--- src/rtl/bf16_add_sequencer.sv ---
// rtl/bf16_add_sequencer.sv - issue/hold/collect sequencer for one outstanding bfloat16 add
// Optional WAIT-state watchdog enabled by defining BF16_SEQ_TIMEOUT_EN.
module bf16_add_sequencer #(
  parameter int SETTLE_CYC = 3,
  parameter int TIMEOUT    = 64,
  parameter int CNT_W      = 16
) (
  input  logic             clock,
  input  logic             nreset,
  input  logic             in_valid,
  input  logic [15:0]      in_a,
  input  logic [15:0]      in_b,
  output logic             in_ready,
  output logic [15:0]      add_a,
  output logic [15:0]      add_b,
  input  logic [15:0]      add_sum,
  input  logic             add_ready,
  output logic             out_valid,
  output logic [15:0]      out_sum,
  output logic             out_err,
  input  logic             out_ready,
  output logic             busy,
  output logic [CNT_W-1:0] op_count
);

  typedef enum logic [1:0] {IDLE, SETTLE, WAIT, HOLD} state_t;

  localparam int              SC_W        = $clog2(SETTLE_CYC + 1);
  localparam logic [SC_W-1:0] SETTLE_LAST = SC_W'(SETTLE_CYC - 1);

  if (SETTLE_CYC < 1 || TIMEOUT < 1) begin : g_param_check
    $error("bf16_add_sequencer: SETTLE_CYC and TIMEOUT must be at least 1");
  end

  state_t          state, state_nxt;
  logic [SC_W-1:0] settle_cnt;
  logic            load, capture, retire;

`ifdef BF16_SEQ_TIMEOUT_EN
  localparam int              WD_W    = $clog2(TIMEOUT + 1);
  localparam logic [WD_W-1:0] WD_LAST = WD_W'(TIMEOUT - 1);
  logic [WD_W-1:0] wd_cnt;
  logic            expire;
  logic            err_q;
`endif

  assign in_ready = (state == IDLE);
  assign busy     = (state != IDLE);

  always_ff @(posedge clock or negedge nreset) begin
    if (!nreset) state <= IDLE;
    else         state <= state_nxt;
  end

  always_comb begin
    state_nxt = state;
    load      = 1'b0;
    capture   = 1'b0;
    retire    = 1'b0;
`ifdef BF16_SEQ_TIMEOUT_EN
    expire    = 1'b0;
`endif
    case (state)
      IDLE: begin
        if (in_valid) begin
          load      = 1'b1;
          state_nxt = SETTLE;
        end
      end
      SETTLE: begin
        if (settle_cnt == SETTLE_LAST) state_nxt = WAIT;
      end
      WAIT: begin
        // A real result always beats the watchdog on the same cycle.
        if (add_ready) begin
          capture   = 1'b1;
          state_nxt = HOLD;
        end
`ifdef BF16_SEQ_TIMEOUT_EN
        else if (wd_cnt == WD_LAST) begin
          expire    = 1'b1;
          state_nxt = HOLD;
        end
`endif
      end
      HOLD: begin
        if (out_ready) begin
          retire    = 1'b1;
          state_nxt = IDLE;
        end
      end
      default: state_nxt = IDLE;
    endcase
  end

  always_ff @(posedge clock or negedge nreset) begin
    if (!nreset) begin
      add_a      <= '0;
      add_b      <= '0;
      settle_cnt <= '0;
      out_sum    <= '0;
      out_valid  <= 1'b0;
      op_count   <= '0;
    end else begin
      if (load) begin
        add_a      <= in_a;
        add_b      <= in_b;
        settle_cnt <= '0;
      end else if (state == SETTLE) begin
        settle_cnt <= settle_cnt + 1'b1;
      end
      if (capture) begin
        out_sum   <= add_sum;
        out_valid <= 1'b1;
      end
`ifdef BF16_SEQ_TIMEOUT_EN
      if (expire) begin
        out_sum   <= 16'hFFFF;
        out_valid <= 1'b1;
      end
`endif
      if (retire) begin
        out_valid <= 1'b0;
        op_count  <= op_count + 1'b1;
      end
    end
  end

`ifdef BF16_SEQ_TIMEOUT_EN
  always_ff @(posedge clock or negedge nreset) begin
    if (!nreset) begin
      wd_cnt <= '0;
      err_q  <= 1'b0;
    end else begin
      if (state == WAIT) wd_cnt <= wd_cnt + 1'b1;
      else               wd_cnt <= '0;
      if (capture)     err_q <= 1'b0;
      else if (expire) err_q <= 1'b1;
    end
  end

  assign out_err = err_q;
`else
  assign out_err = 1'b0;
`endif

endmodule

--- config.mk ---
export PLATFORM = sky130hd
export DESIGN_NAME = bf16_add_sequencer
export DESIGN_NICKNAME = d
export VERILOG_FILES = /design/src/rtl/bf16_add_sequencer.sv
export SDC_FILE = /design/constraint.sdc
export NUM_CORES = 1
export LEC_CHECK = 0
export ABC_AREA = 1
export CAP_MARGIN = 25
export CORE_UTILIZATION = 39
export DETAILED_ROUTE_END_ITERATION = 8
export PLACE_DENSITY = 0.78
export SETUP_SLACK_MARGIN = 0.4
export SLEW_MARGIN = 10
export SYNTH_ARGS = -nofsm -noshare
export SYNTH_HDL_FRONTEND = slang
export SYNTH_SLANG_ARGS = --single-unit
--- constraint.sdc ---
create_clock -name clock -period 1.4 [get_ports clock]
set_input_delay 0.21 -clock clock [delete_from_list [all_inputs] [get_ports clock]]
set_output_delay 0.21 -clock clock [all_outputs]
set_load 0.02 [all_outputs]
## After elaboration in Yosys (flattened, before gate mapping)

Index checks and enable logic that the tools add are counted.

| word-level totals | value |
|---|---|
| flip-flop bits (word level) | 69 |
| bits in latches | 0 |
| RAM bits | 0 |
| memory bits (read-only) | 0 |
| input bits | 53 |
| output and inout bits | 68 |
| logic and storage cells | 37 |
| memories | 0 |

| operators by class | value |
|---|---|
| add/sub/neg operators | 2 |
| multiply operators | 0 |
| divide/modulo/power cells | 0 |
| $lt $le $gt $ge | 0 |
| eq/ne operators | 8 |
| shifts and indexed selects | 0 |
| mux-type cells | 15 |
| bitwise logic cells | 0 |
| reduce and logical (&&, ||, !) cells | 5 |

Operators with widths:

| kind | count |
|---|---|
| $add A16 B1 Y16 const B | 1 |
| $mux W2 | 6 |
| $mux W1 | 8 |
| $ne A2 B2 Y1 const B | 4 |
| $pmux W2 S4 | 1 |
| $eq A2 B2 Y1 const B | 3 |
| $reduce_bool A2 Y1 | 3 |
| $reduce_and A4 Y1 | 1 |
| $add A2 B1 Y2 const B | 1 |
| $eq A2 B1 Y1 const B | 1 |
| $logic_not A2 Y1 | 1 |

## Depth between registers and ports, before layout

Gate-level depths: netlist of the first run.

| depth | value |
|---|---|
| depth after elaboration | 4 |
| gate-level depth with buffers | 9 |

## Worst setup path before layout of the first run

No wires, ideal clock.

| timing | value |
|---|---|
| path type | register -> register |
| start | reg state[0] |
| end | reg add_a[10] |
| arrival | 1.444 ns |
| data required time | 1.272 ns |
| path slack | -0.172 ns |
| cell stages (with the launch flop) | 6 |
| period minus slack after synthesis | 1.572 ns |
| cell sequence | dfrtp_1 > inv_1 > ha_1 > nand2_2 > buf_2 > mux2_1 |

| between the ends | value |
|---|---|
| longest elaborated chain between the ends | 2 |

RTL lines:

| item | line | text |
|---|---|---|
| start: declaration | 35 | `state_t state, state_nxt;` |
| start signal: assignment | 52 | `else state <= state_nxt;` |
| $logic_not A2 Y1 | n/a |  |
| named net in_ready | 13 | `output logic in_ready,` |
| $mux W1 | 63 | `case (state)` |
| end signal: assignment | 106 | `add_a <= in_a;` |
| end: declaration | 14 | `output logic [15:0] add_a,` |

The timed path passes the listed nets, and every way through them passes these cells.
A chain may end at the register's enable or synchronous reset.

## Worst setup path after layout of the first run

| timing | value |
|---|---|
| start | reg state[0] |
| end | reg add_b[10] |

| between the ends | value |
|---|---|
| longest elaborated chain between the ends | 2 |

RTL lines:

| item | line | text |
|---|---|---|
| $logic_not A2 Y1 | 63 |  |
| $mux W1 | 63 |  |
| end signal: assignment | 107 | `add_b <= in_b;` |
| end: declaration | 15 | `output logic [15:0] add_b,` |

No other way between the ends.

==> impl_metrics.csv, run 1 <==
group,metric,value,unit
global_route,antenna_found_initial,0,
power,p_per_area,2150,nW/um^2
final_layout,final_cells,568,
power,leakage,2.83,nW
clocking,cts_sinks,69,
clocking,clk_pin_slew,80,ps
timing,final.setup.tns,-1210,ps
power,peakVddDrop,0.00115,V
logic_synthesis,synth_top_cell_by_area,"dfrtp_1",
power,power_switching,4.32,mW
routing,antenna_left,0,
placement,place_hpwl,4970,um
floorplan,die_x,89.3,um
final_layout,fillers,484,
logic_synthesis,synth_nets,331,
timing,finalHoldViolations,0,
logic_synthesis,avgSynthCellArea,11.0,sq um
clocking,cts_buffers,9,
worst_setup_path,arrival,1670,ps
final_layout,drive_gt1_share,53.1,%
logic_synthesis,netlist.area_leader.share,58.2,%
final_layout,mostFrequentLayoutCells,"buf_6, dfrtp_1, nand2_1",
global_route,grt_overflow,0,
logic_synthesis,yosys-top-cells-area,"dfrtp_1, nand2_1, mux2_2",
flow_run,drv_cap,0,
timing,setup_violations,36,
logic_synthesis,netlist_area,2970,sq um
global_route,grt_max_degree,70,
clocking,htreeDepth,3,
worst_setup_path,required,1620,ps
logic_synthesis,synthCells,271,
min_path,hold_path.class,"input port to asynchronous set/reset pin",
placement,portBuffers,119,
worst_setup_path,r2r_end,"add_b[10]",
floorplan,ios,121,
final_layout,syn2layout_area_growth,89.4,%
timing,finClkSkew,12.0,ps
global_route,grt_use_total,20.7,%
clocking,clockRootBuffer,"clkbuf_8",
timing,fin_ws,-48.4,ps
worst_setup_path,startpoint_type,"flop",
logic_synthesis,synth_warnings,0,
timing,post-route-period-util,103,%
floorplan,core-area,7290,sq um
floorplan,start_util,40.7,%
global_route,grt_pass1_vias,2606,
routing,vias_per_cell,4.58,
logic_synthesis,yosysUniqueCellTypes,27,
power,p_total,12.1,mW
routing,drt_pass1_iterations,4,
clocking,cts_tree,"yes",
worst_setup_path,r2r_slack,-50,ps
floorplan,die_y,89.3,um
floorplan,dieArea,7970,sq um
worst_setup_path,crit_type,"flop to flop",
power,p_int,7.78,mW
global_route,grt_first_pass_wirelength,12300,um
power,comb_power_share,56.2,%
final_layout,diodes,0,
routing,via_count,2601,
placement,place_ws,-95.0,ps
power,clkPwrFrac,15.0,%
timing,report.final.slew_viol_count,0,
timing,rsz0062_at_grt,"true",
placement,dp.cells,503,
power,switching_share,35.7,%
routing,finalWirelength,8320,um
run_status,status,"complete, but fails checks",
worst_setup_path,critPathMaxFanout,8,
final_layout,mostFrequentLayoutCell,"buf_6",
timing,fin_crit,1450,ps
routing,route.detailed.drc,0,
clocking,clk_path_buf_depth,2,
floorplan,row_count,31,
worst_setup_path,endpoint_kind,"flop",
routing,wl_per_cell,14.7,um
logic_synthesis,seq_area_frac_synth,58.2,%
placement,place.gp.congestion,0.788,
power,power.sequential.fraction,28.8,%
logic_synthesis,synth_seq_cells,69,
worst_setup_path,r2r-start,"state[0]",
timing,fmax,690,MHz
final_layout,final_nets,524,
run_status,violations,"setup timing",
clocking,clk_latency,340,ps
final_layout,fin_util,77.1,%
routing,drtIter0Drc,78,
worst_setup_path,reg2regPathDepth,6,
-- sequential cells by signal (all words and copies together) (netlist names) --
signal / flops
op_count: 16
out_valid: 1
add_b: 16
settle_cnt: 2
add_a: 16
out_sum: 16
state: 2
-- power by group through the flow --
| stage | sequential (mW) | combinational [mW] | clock (mW) |
|---|---|---|---|
| floorplan | 4.26 | 1.54 | 0 |
| global placement | 3.31 | 4.71 | 0 |
| detailed placement | 3.33 | 4.85 | 0 |
| CTS | 3.47 | 6.23 | 1.85 |
| global route | 3.58 | 7.17 | 1.94 |
| finish | 3.49 | 6.80 | 1.82 |
-- repair_timing --
item,CTS,global route
endpoints found under the setup margin,136,136
cloned,5,0
pin swaps,13,14
buffers inserted,25,18
hold endpoints to repair,69,0
gates resized for setup,485,33
hold buffers,1,0
-- metrics by stage --
step | hold WS (ps) | instance area [sq um]
2_1_floorplan | -85.6 | 3040
4_1_cts | 403 | 5370
3_3_place_gp | 260 | 4490
6_report | 397 | 5620
5_1_grt | 427 | 5620
3_5_place_dp | 261 | 4490
-- metal layers --
| layer | up-vias | global-route usage, % | routed length (um) |
|---|---|---|---|
| li1 | 1250 | - | - |
| met1 | 1262 | 24.4 | 3360 |
| met2 | 75 | 36.4 | 4410 |
| met3 | 14 | 3.88 | 390 |
| met4 | 0 | 9.81 | 157 |
| met5 | - | 0 | 0 |
-- kinds of logic (layout without fill, tap and decap cells) --
group,count (synthesis),after routing,synth area share (%)
AOI/OAI and AO/OA,9,9,1.73
buffers and inverters,30,228,4.09
muxes,32,32,12.1
and+or+nand+nor,113,113,17.9
adders and majority gates,7,7,2.95
DFF,69,69,58.2
xor gates and xnor gates,10,10,2.95
other,1,1,0.126
-- layout make-up --
cell class / count / area [sq um] / share of cell area (%)
Tap cell: 99 / 124 / 2.20
Multi-Input combinational cell: 172 / 1480 / 26.4
Clock buffer: 11 / 141 / 2.51
Timing Repair inverter: 2 / 22.5 / 0.401
Clock inverter: 5 / 82.6 / 1.47
Inverter: 24 / 108 / 1.91
Timing Repair Buffer: 186 / 1930 / 34.3
Sequential cell: 69 / 1730 / 30.8
-- worst max path at each step --
stage	start	to	slack, ps
5_1_grt	state[0]	op_count[15]	-120
3_3_place_gp	in_valid	add_b[3]	-70
6_report	state[0]	add_b[10]	-50
2_1_floorplan	state[1]	add_a[10]	80
3_5_place_dp	in_valid	add_a[8]	-100
4_1_cts	state[0]	add_b[2]	-20
-- synthesized netlist by cell type, drive strengths merged --
cell and instances:
mux2 32, dfrtp 69, inv 24, conb 1, nand2 86, xor2 7
o21ai 5, a221oi 1, nand4 4, clkbuf 1, ha 7, a21oi 1
xnor2 3, o22ai 2, buf 5, nand3 7, nor2 15, nor3 1
-- critical path, cell delays in order, from the launching register on --
cell and delay, ps:
dfrtp_1 400, inv_2 70, ha_4 170, buf_6 130
nand2_8 110, buf_12 150, mux2_4 300
Power figures use the tool's default switching activity.
==> run 2, diff against run 1 <==
--- a/config.mk
+++ b/config.mk
@@ -7,9 +7,10 @@
 export LEC_CHECK = 0
 export ABC_AREA = 1
 export CAP_MARGIN = 25
-export CORE_UTILIZATION = 39
+export CORE_UTILIZATION = 43
 export DETAILED_ROUTE_END_ITERATION = 8
-export PLACE_DENSITY = 0.78
+export MAX_ROUTING_LAYER = met4
+export PLACE_DENSITY = 0.81
 export SETUP_SLACK_MARGIN = 0.4
 export SLEW_MARGIN = 10
 export SYNTH_ARGS = -nofsm -noshare
==> constraint.sdc (replaced) <==
create_clock -name clock -period 1.65 [get_ports clock]
set_input_delay 0.2475 -clock clock [delete_from_list [all_inputs] [get_ports clock]]
set_output_delay 0.2475 -clock clock [all_outputs]
set_load 0.02 [all_outputs]
==> run 2 against run 1 <==
  * The flow now finishes without violations
  * Critical path depth is 2 lower
  * Critical path type is now flop to primary output
  * Sequential cell count stayed put
  * Total power is 29% lower
  * Register-to-register slack better by 230 ps
  * Sequential share of layout area is 5.0 points higher
  * Design area is 14% lower
  * Largest power group unchanged
  * Core utilization is 2.4 points lower
==> impl_metrics.csv, run 2 (synthesized netlist as in run 1, its figures left out) <==
group,metric,value,unit
timing,rsz0062_at_grt,"true",
placement,dp.cells,467,
timing,fmax,673,MHz
worst_setup_path,startpoint_type,"flop",
floorplan,die_y,85.1,um
clocking,clk_pin_slew,70,ps
routing,antenna_left,0,
timing,report.final.slew_viol_count,0,
final_layout,mostFrequentLayoutCell,"dfrtp_1",
global_route,grt_overflow,0,
placement,place_hpwl,4870,um
final_layout,diodes,0,
final_layout,mostFrequentLayoutCells,"dfrtp_1, nand2_1, clkdlybuf4s50_1",
worst_setup_path,cpLargestDelayFamily,"flip-flops",
routing,vias_per_cell,4.98,
flow_run,drv_cap,0,
worst_setup_path,arrival,1240,ps
timing,final.setup.tns,0,ps
timing,finalHoldViolations,0,
worst_setup_path,reg2regPathDepth,8,
clocking,cts_buffers,9,
floorplan,ios,121,
timing,fin_crit,1490,ps
floorplan,die_x,85.1,um
global_route,grt_use_total,21.3,%
routing,drtIter0Drc,90,
worst_setup_path,crit_top_cell,"inv_4",
worst_setup_path,required,1400,ps
placement,place.gp.congestion,0.787,
power,p_per_area,1770,nW/um^2
timing,whs,440,ps
worst_setup_path,cp_slowest_stage_delay,450,ps
clocking,htreeDepth,3,
power,switching_share,38.7,%
routing,drt_pass1_iterations,4,
floorplan,core-area,6490,sq um
min_path,hold_depth,3,
power,leakage,2.41,nW
final_layout,syn2layout_area_growth,63.5,%
timing,setup_violations,0,
final_layout,final_nets,485,
global_route,grt_pass1_vias,2431,
floorplan,dieArea,7240,sq um
worst_setup_path,crit_buf_inv,3,
clocking,cts_sinks,69,
run_status,status,"completed",
power,comb_power_share,50.0,%
routing,via_count,2517,
routing,wl_per_cell,15.7,um
worst_setup_path,endpoint_kind,"primary output",
timing,post-route-period-util,90.0,%
floorplan,row_count,29,
routing,route.detailed.drc,0,
power,peakVddDrop,0.00102,V
final_layout,fin_util,74.7,%
power,power.sequential.fraction,33.7,%
global_route,antenna_found_initial,0,
final_layout,drive_gt1_share,47.0,%
clocking,clk_latency,340,ps
power,power_switching,3.31,mW
global_route,grt_max_degree,70,
global_route,grt_first_pass_wirelength,11500,um
worst_setup_path,worstPathCellList,"inv_4 -> ha_4 -> inv_4 -> buf_6",
placement,portBuffers,119,
power,p_int,5.26,mW
final_layout,final_cells,505,
clocking,clk_path_buf_depth,2,
worst_setup_path,crit_type,"flop to primary output",
worst_setup_path,critPathMaxFanout,4,
worst_setup_path,r2r-start,"state[0]",
worst_setup_path,cp.depth,4,
min_path,hold_path.class,"input port to flop",
timing,finClkSkew,3.35,ps
floorplan,start_util,45.7,%
power,clkPwrFrac,16.4,%
worst_setup_path,cp_slowest_cell,"dfrtp_2",
min_path,worstHoldStart,"add_sum[13]",
routing,finalWirelength,7930,um
clocking,clockRootBuffer,"clkbuf_8",
worst_setup_path,cp-startpoint,"state[0]",
clocking,cts_tree,"yes",
==> run 2: final timing paths <==
path,to,slack (ps)
setup / recovery,busy,160
hold / removal,out_sum[13],440
setup reg to reg,state[0],180
hold reg to reg,out_sum[14],480
max in group asynchronous,op_count[9],880
min in group asynchronous,op_count[3],450
==> run 2: final cells by class <==
cell class | count | area [sq um]
fillers | 458 | 1640
inverters | 24 | 115
repair buffers | 148 | 1310
repair inverters | 1 | 8.76
well taps | 77 | 96.3
flip-flops and latches | 69 | 1740
clock buffers | 13 | 169
multi-input cells | 172 | 1380
clock inverters | 1 | 30.0
==> run 2: through the flow <==
step	power [mW]	worst slack, ps	instance area, sq um
2_1_floorplan	4.92	327	3040
4_1_cts	8.32	188	4760
3_3_place_gp	6.64	128	4340
5_1_grt	9.02	137	4850
6_report	8.57	165	4850
3_5_place_dp	6.76	72.9	4340
==> run 2: tightest hold or removal path, cell delays in order <==
cell             delay (ps)
clkdlybuf4s50_1         390
nand2_1                  60
nand2_1                  40
==> run 2: timing repair <==
item	4_1_cts	5_1_grt
cloned	1	2
buffers inserted	10	10
hold buffers	1	0
pin swaps	2	25
gates resized for setup	258	88
setup endpoints to repair	118	102
hold endpoints to repair	69	0
==> run 2: metal layers <==
layer	vias to the layer above	global-route usage (%)	wire (um)
met5	-	-	0
met4	0	7.86	225
met3	26	4.67	439
met2	96	34.6	3950
met1	1218	26.3	3320
li1	1177	-	-
==> run 2: power groups by stage <==
stage                     Clock [mW]  Sequential (mW)  Combinational, mW
after detailed placement           0             2.86               3.90
final                           1.40             2.89               4.28
after global placement             0             2.83               3.81
after global routing            1.51             2.97               4.53
after CTS                       1.42             2.85               4.04
after floorplan                    0             3.62               1.30
==> RTL edit 1, RTL diff (flow settings as in run 2) <==
Set the parameter `SETTLE_CYC` to 2 (it was 3).
--- a/src/rtl/bf16_add_sequencer.sv
+++ b/src/rtl/bf16_add_sequencer.sv
@@ -1,7 +1,7 @@
 // rtl/bf16_add_sequencer.sv - issue/hold/collect sequencer for one outstanding bfloat16 add
 // Optional WAIT-state watchdog enabled by defining BF16_SEQ_TIMEOUT_EN.
 module bf16_add_sequencer #(
-  parameter int SETTLE_CYC = 3,
+  parameter int SETTLE_CYC = 2,
   parameter int TIMEOUT    = 64,
   parameter int CNT_W      = 16
 ) (
Check against the original RTL: not equivalent (Yosys sat finds a counterexample within 10 cycles, from zero or initial values and one cycle with nreset low).
==> RTL edit 1 against run 2 <==
Largest cell class unchanged; worst setup slack gained 0.021 ns; critical path type unchanged; total power shrank 4.4%; first-iteration DRC count down 11%; count of clock-buffer cells in the layout is 1 lower; final cell count grew 1.2%; cell area down 3.1%; highest routed layer unchanged; die area increased by 0.13%; area after synthesis up 0.13%; routed wire length fell by 7.0%; sequential power decreased by 2%; maximum frequency rose by 1.4%; sequential cell count unchanged.
==> RTL edit 1: results <==
{
  "pre_cts_slack_ns": 0.0503,
  "hp-class": "primary input to flip-flop",
  "placed_area_sq_mm": 0.00436,
  "layout-drive-gt1-share_pct": 44.2,
  "drt_iter0_drc": 80,
  "final_cells": 511,
  "async_flop_share_pct": 100,
  "fill_cells": 474,
  "grt_pass1_vias": 2626,
  "worstHoldStart": "add_sum[11]",
  "htree_levels": 3,
  "syn-num-nets": 332,
  "worst-path-max-fanout": 4,
  "dp_hpwl_um": 4770,
  "use_met1_pct": 24.9,
  "crit_start": "state[1]",
  "clkLatencyLatePin_ns": 0.34,
  "finClkSkew_ns": 0.00734,
  "cts_root_buf": "clkbuf_8",
  "r2r_start": "state[0]",
  "arrival_ns": 1.22,
  "drt-total-wl_um": 7370,
  "ir_drop_uv": 1110,
  "slowest_stage": "dfrtp_1",
  "grt_max_degree": 70,
  "synth_cell_type_count": 26,
  "cp_slowest_stage_delay_ns": 0.42,
  "num_vias": 2456,
  "io_buffers": 119,
  "synth-warning-count": 0,
  "ys_seq_area_share_pct": 58.1,
  "gp_congestion": 0.826,
  "grtUsageMet3_pct": 4.86,
  "grt_pass1_wl_um": 12000,
  "fin_nets": 489,
  "diodes": 0,
  "grt_use_met2_pct": 37.9,
  "numCtsBuffers": 9,
  "grt_util_all_layers_pct": 22.0,
  "first_pass_iters": 4,
  "antenna_found_initial": 0,
  "synthTopCellsByArea": "dfrtp_1 58%, nand2_1 10%, mux2_2 8.3%, mux2_1 3.8%, ha_1 2.9%",
  "synthCells": 272,
  "clk_pin_slew_ns": 0.07,
  "outcome": "completed",
  "yosys-top-cells-count": "82 x nand2_1, 69 x dfrtp_1, 22 x mux2_2",
  "clock_path_buffers": 2,
  "leakagePower_nw": 2.31,
  "placed_cells_incl_taps": 468
}
RTL edit 1: cell count changes in the layout (fill, tap and decap cells not counted), moves of 5 or more:
cell             before  now
mux2_2                8   19
buf_2                49   56
buf_4                13   22
clkdlybuf4s15_2      15   10
nand2_2              21   13
mux2_4               16    4
nand2_1              56   69
RTL edit 1: area by class of cell:
type / count / area [sq um] / share of cell area (%)
repair buffers: 152 / 1290 / 27.5
inverters: 24 / 103 / 2.18
clock buffers: 12 / 155 / 3.30
flip-flops and latches: 69 / 1740 / 36.9
multi-input cells: 173 / 1300 / 27.6
clock inverters: 4 / 22.5 / 0.479
well taps: 77 / 96.3 / 2.05
RTL edit 1: worst paths after layout:
path,slack [ns],depth (start not counted),end
worst max-delay path,0.19,4,busy
worst min-delay path,0.44,3,out_sum[11]
worst max register to register,0.23,9,out_sum[5]
worst min register to register,0.47,2,out_sum[1]
min in group asynchronous,0.45,3,op_count[4]
max in group asynchronous,0.87,3,op_count[8]
RTL edit 1: kinds of logic after synthesis:
family / count (synthesis) / share of synthesized area (%)
AO/OA/AOI/OAI: 8 / 1.43
multiplexers: 32 / 12.1
XOR/XNOR: 11 / 3.24
adder cells (fa/ha/maj): 7 / 2.95
buffers and inverters: 30 / 4.08
AND/OR/NAND/NOR: 114 / 18.0
flip-flops: 69 / 58.1
other: 1 / 0.126
RTL edit 1: report_power, final:
| group | internal (mW) | leakage (nW) | total [mW] | switching (mW) |
|---|---|---|---|---|
| sequential | 2.40 | 0.824 | 2.83 | 0.427 |
| combinational | 1.94 | 1.39 | 4.12 | 2.18 |
| clock | 0.621 | 0.0921 | 1.24 | 0.624 |
| total | 4.96 | 2.31 | 8.20 | 3.23 |
RTL edit 1: worst max-delay path: cells and delay by family, from the launching register on:
kind	cells	cell delay, ns
flops	1	0.42
buf+inv	3	0.27
fa+ha+maj	1	0.20
RTL edit 1: routing by layer:
| layer | vias up | share of wire [%] |
|---|---|---|
| li1 | 1174 | - |
| met1 | 1171 | 42 |
| met2 | 97 | 51 |
| met3 | 14 | 5.0 |
| met4 | 0 | 2.0 |
| met5 | - | 0 |
RTL edit 1: timing repair:
action	in CTS	in global routing
setup buffers	12	12
endpoints found under the setup margin	131	108
pin swaps	11	6
endpoints found under the hold margin	69	0
gates cloned	1	1
hold buffers	1	0
gates resized for setup	244	70
==> RTL edit 2, RTL diff (flow settings as in run 2) <==
Made on the original files. Encoding of `state_t`: now one-hot (4 bits for 4 states).
--- a/src/rtl/bf16_add_sequencer.sv
+++ b/src/rtl/bf16_add_sequencer.sv
@@ -23,7 +23,7 @@
   output logic [CNT_W-1:0] op_count
 );
 
-  typedef enum logic [1:0] {IDLE, SETTLE, WAIT, HOLD} state_t;
+  typedef enum logic [3:0] {IDLE = 4'b0001, SETTLE = 4'b0010, WAIT = 4'b0100, HOLD = 4'b1000} state_t;
 
   localparam int              SC_W        = $clog2(SETTLE_CYC + 1);
   localparam logic [SC_W-1:0] SETTLE_LAST = SC_W'(SETTLE_CYC - 1);
Behaviour: no difference found for any inputs over 10 cycles, from zero or initial values and one cycle with nreset low; not proved beyond that.
==> RTL edit 2 against run 2 <==
Routed wire length rose by 42%; area after synthesis grew 6.4%; via count increased by 36%; worst setup slack got worse by 0.12 ns; synthesized cell count up 39%; cell area up 12%; non-clock buffer count rose by 24; total power increased by 13%; sequential cell count up 2; largest cell class unchanged; highest routed layer unchanged.
==> RTL edit 2: results <==
{
  "outcome": "completed",
  "layout-drive-gt1-share_pct": 43.3,
  "yosys-top-cells-count": "175 x nand2_1, 70 x dfrtp_1, 41 x nand3_1",
  "m1WireLength_um": 4420,
  "grtUsageMet3_pct": 6.41,
  "synthTopCellsByArea": "dfrtp_1 55%, nand2_1 21%, nand3_1 6.5%, inv_1 2.6%, nor2_1 2.6%",
  "post-cts-setup-buffers": 32,
  "clock_path_buffers": 2,
  "gp_congestion": 0.885,
  "grt_util_all_layers_pct": 29.9,
  "grt_max_degree": 34,
  "drt_iter0_drc": 201,
  "synth_xor_area_share_pct": 1.66,
  "ir_drop_uv": 1160,
  "synth_adder_area_share_pct": 0.792,
  "route.met3.wl_um": 677,
  "syn-num-nets": 433,
  "cp_slowest_stage_delay_ns": 0.45,
  "grt_pass1_wl_um": 16700,
  "viasPerCell": 5.22,
  "grt_pass1_vias": 3451,
  "met2WireLength_um": 5810,
  "arrival_ns": 1.36,
  "worst-path-max-fanout": 3,
  "synthMuxAreaShare_pct": 0,
  "hp-class": "primary input to asynchronous set/reset pin",
  "use_met1_pct": 36.1,
  "fin_nets": 609,
  "cts_resized": 329,
  "synthCells": 378,
  "synth_cell_type_count": 26,
  "period_share_pct": 97.5,
  "placed_area_sq_mm": 0.00447,
  "grt_use_met2_pct": 47.6,
  "slowest_stage": "dfrtp_1",
  "cp_top_family": "flip-flops",
  "dp_hpwl_um": 5530,
  "num_vias": 3421,
  "finClkSkew_ns": 0.0126,
  "ys_seq_area_share_pct": 56.3,
  "leakagePower_nw": 2.80,
  "placed_cells_incl_taps": 587,
  "synth_compound_area_share_pct": 0.792,
  "pre_cts_slack_ns": -0.144,
  "wl_per_cell_um": 17.2,
  "first_pass_iters": 4
}
-- RTL edit 2: cell type report --
type,count,area (sq um)
well taps,96,120
clock inverters,6,108
repair buffers,172,1480
inverters,25,109
flip-flops and latches,71,1780
clock buffers,10,138
fillers,452,1490
multi-input cells,275,1710
-- RTL edit 2: where the power goes --
group / leakage (nW) / internal [mW] / switching (mW)
clock network: 0.122 / 1.04 / 0.695
logic: 1.77 / 2.22 / 2.87
registers: 0.904 / 2.39 / 0.454
-- RTL edit 2: final timing paths --
kind,slack [ns],start,to,cells past startpoint
worst max register to register,0.04,state[2],add_b[1],9
max in group asynchronous,0.67,nreset,add_a[2],3
worst max-delay path,0.04,state[2],in_ready,4
min in group clock,0.44,add_sum[0],out_sum[0],3
worst min register to register,0.47,out_sum[1],out_sum[1],2
worst min-delay path,0.38,nreset,op_count[10],2
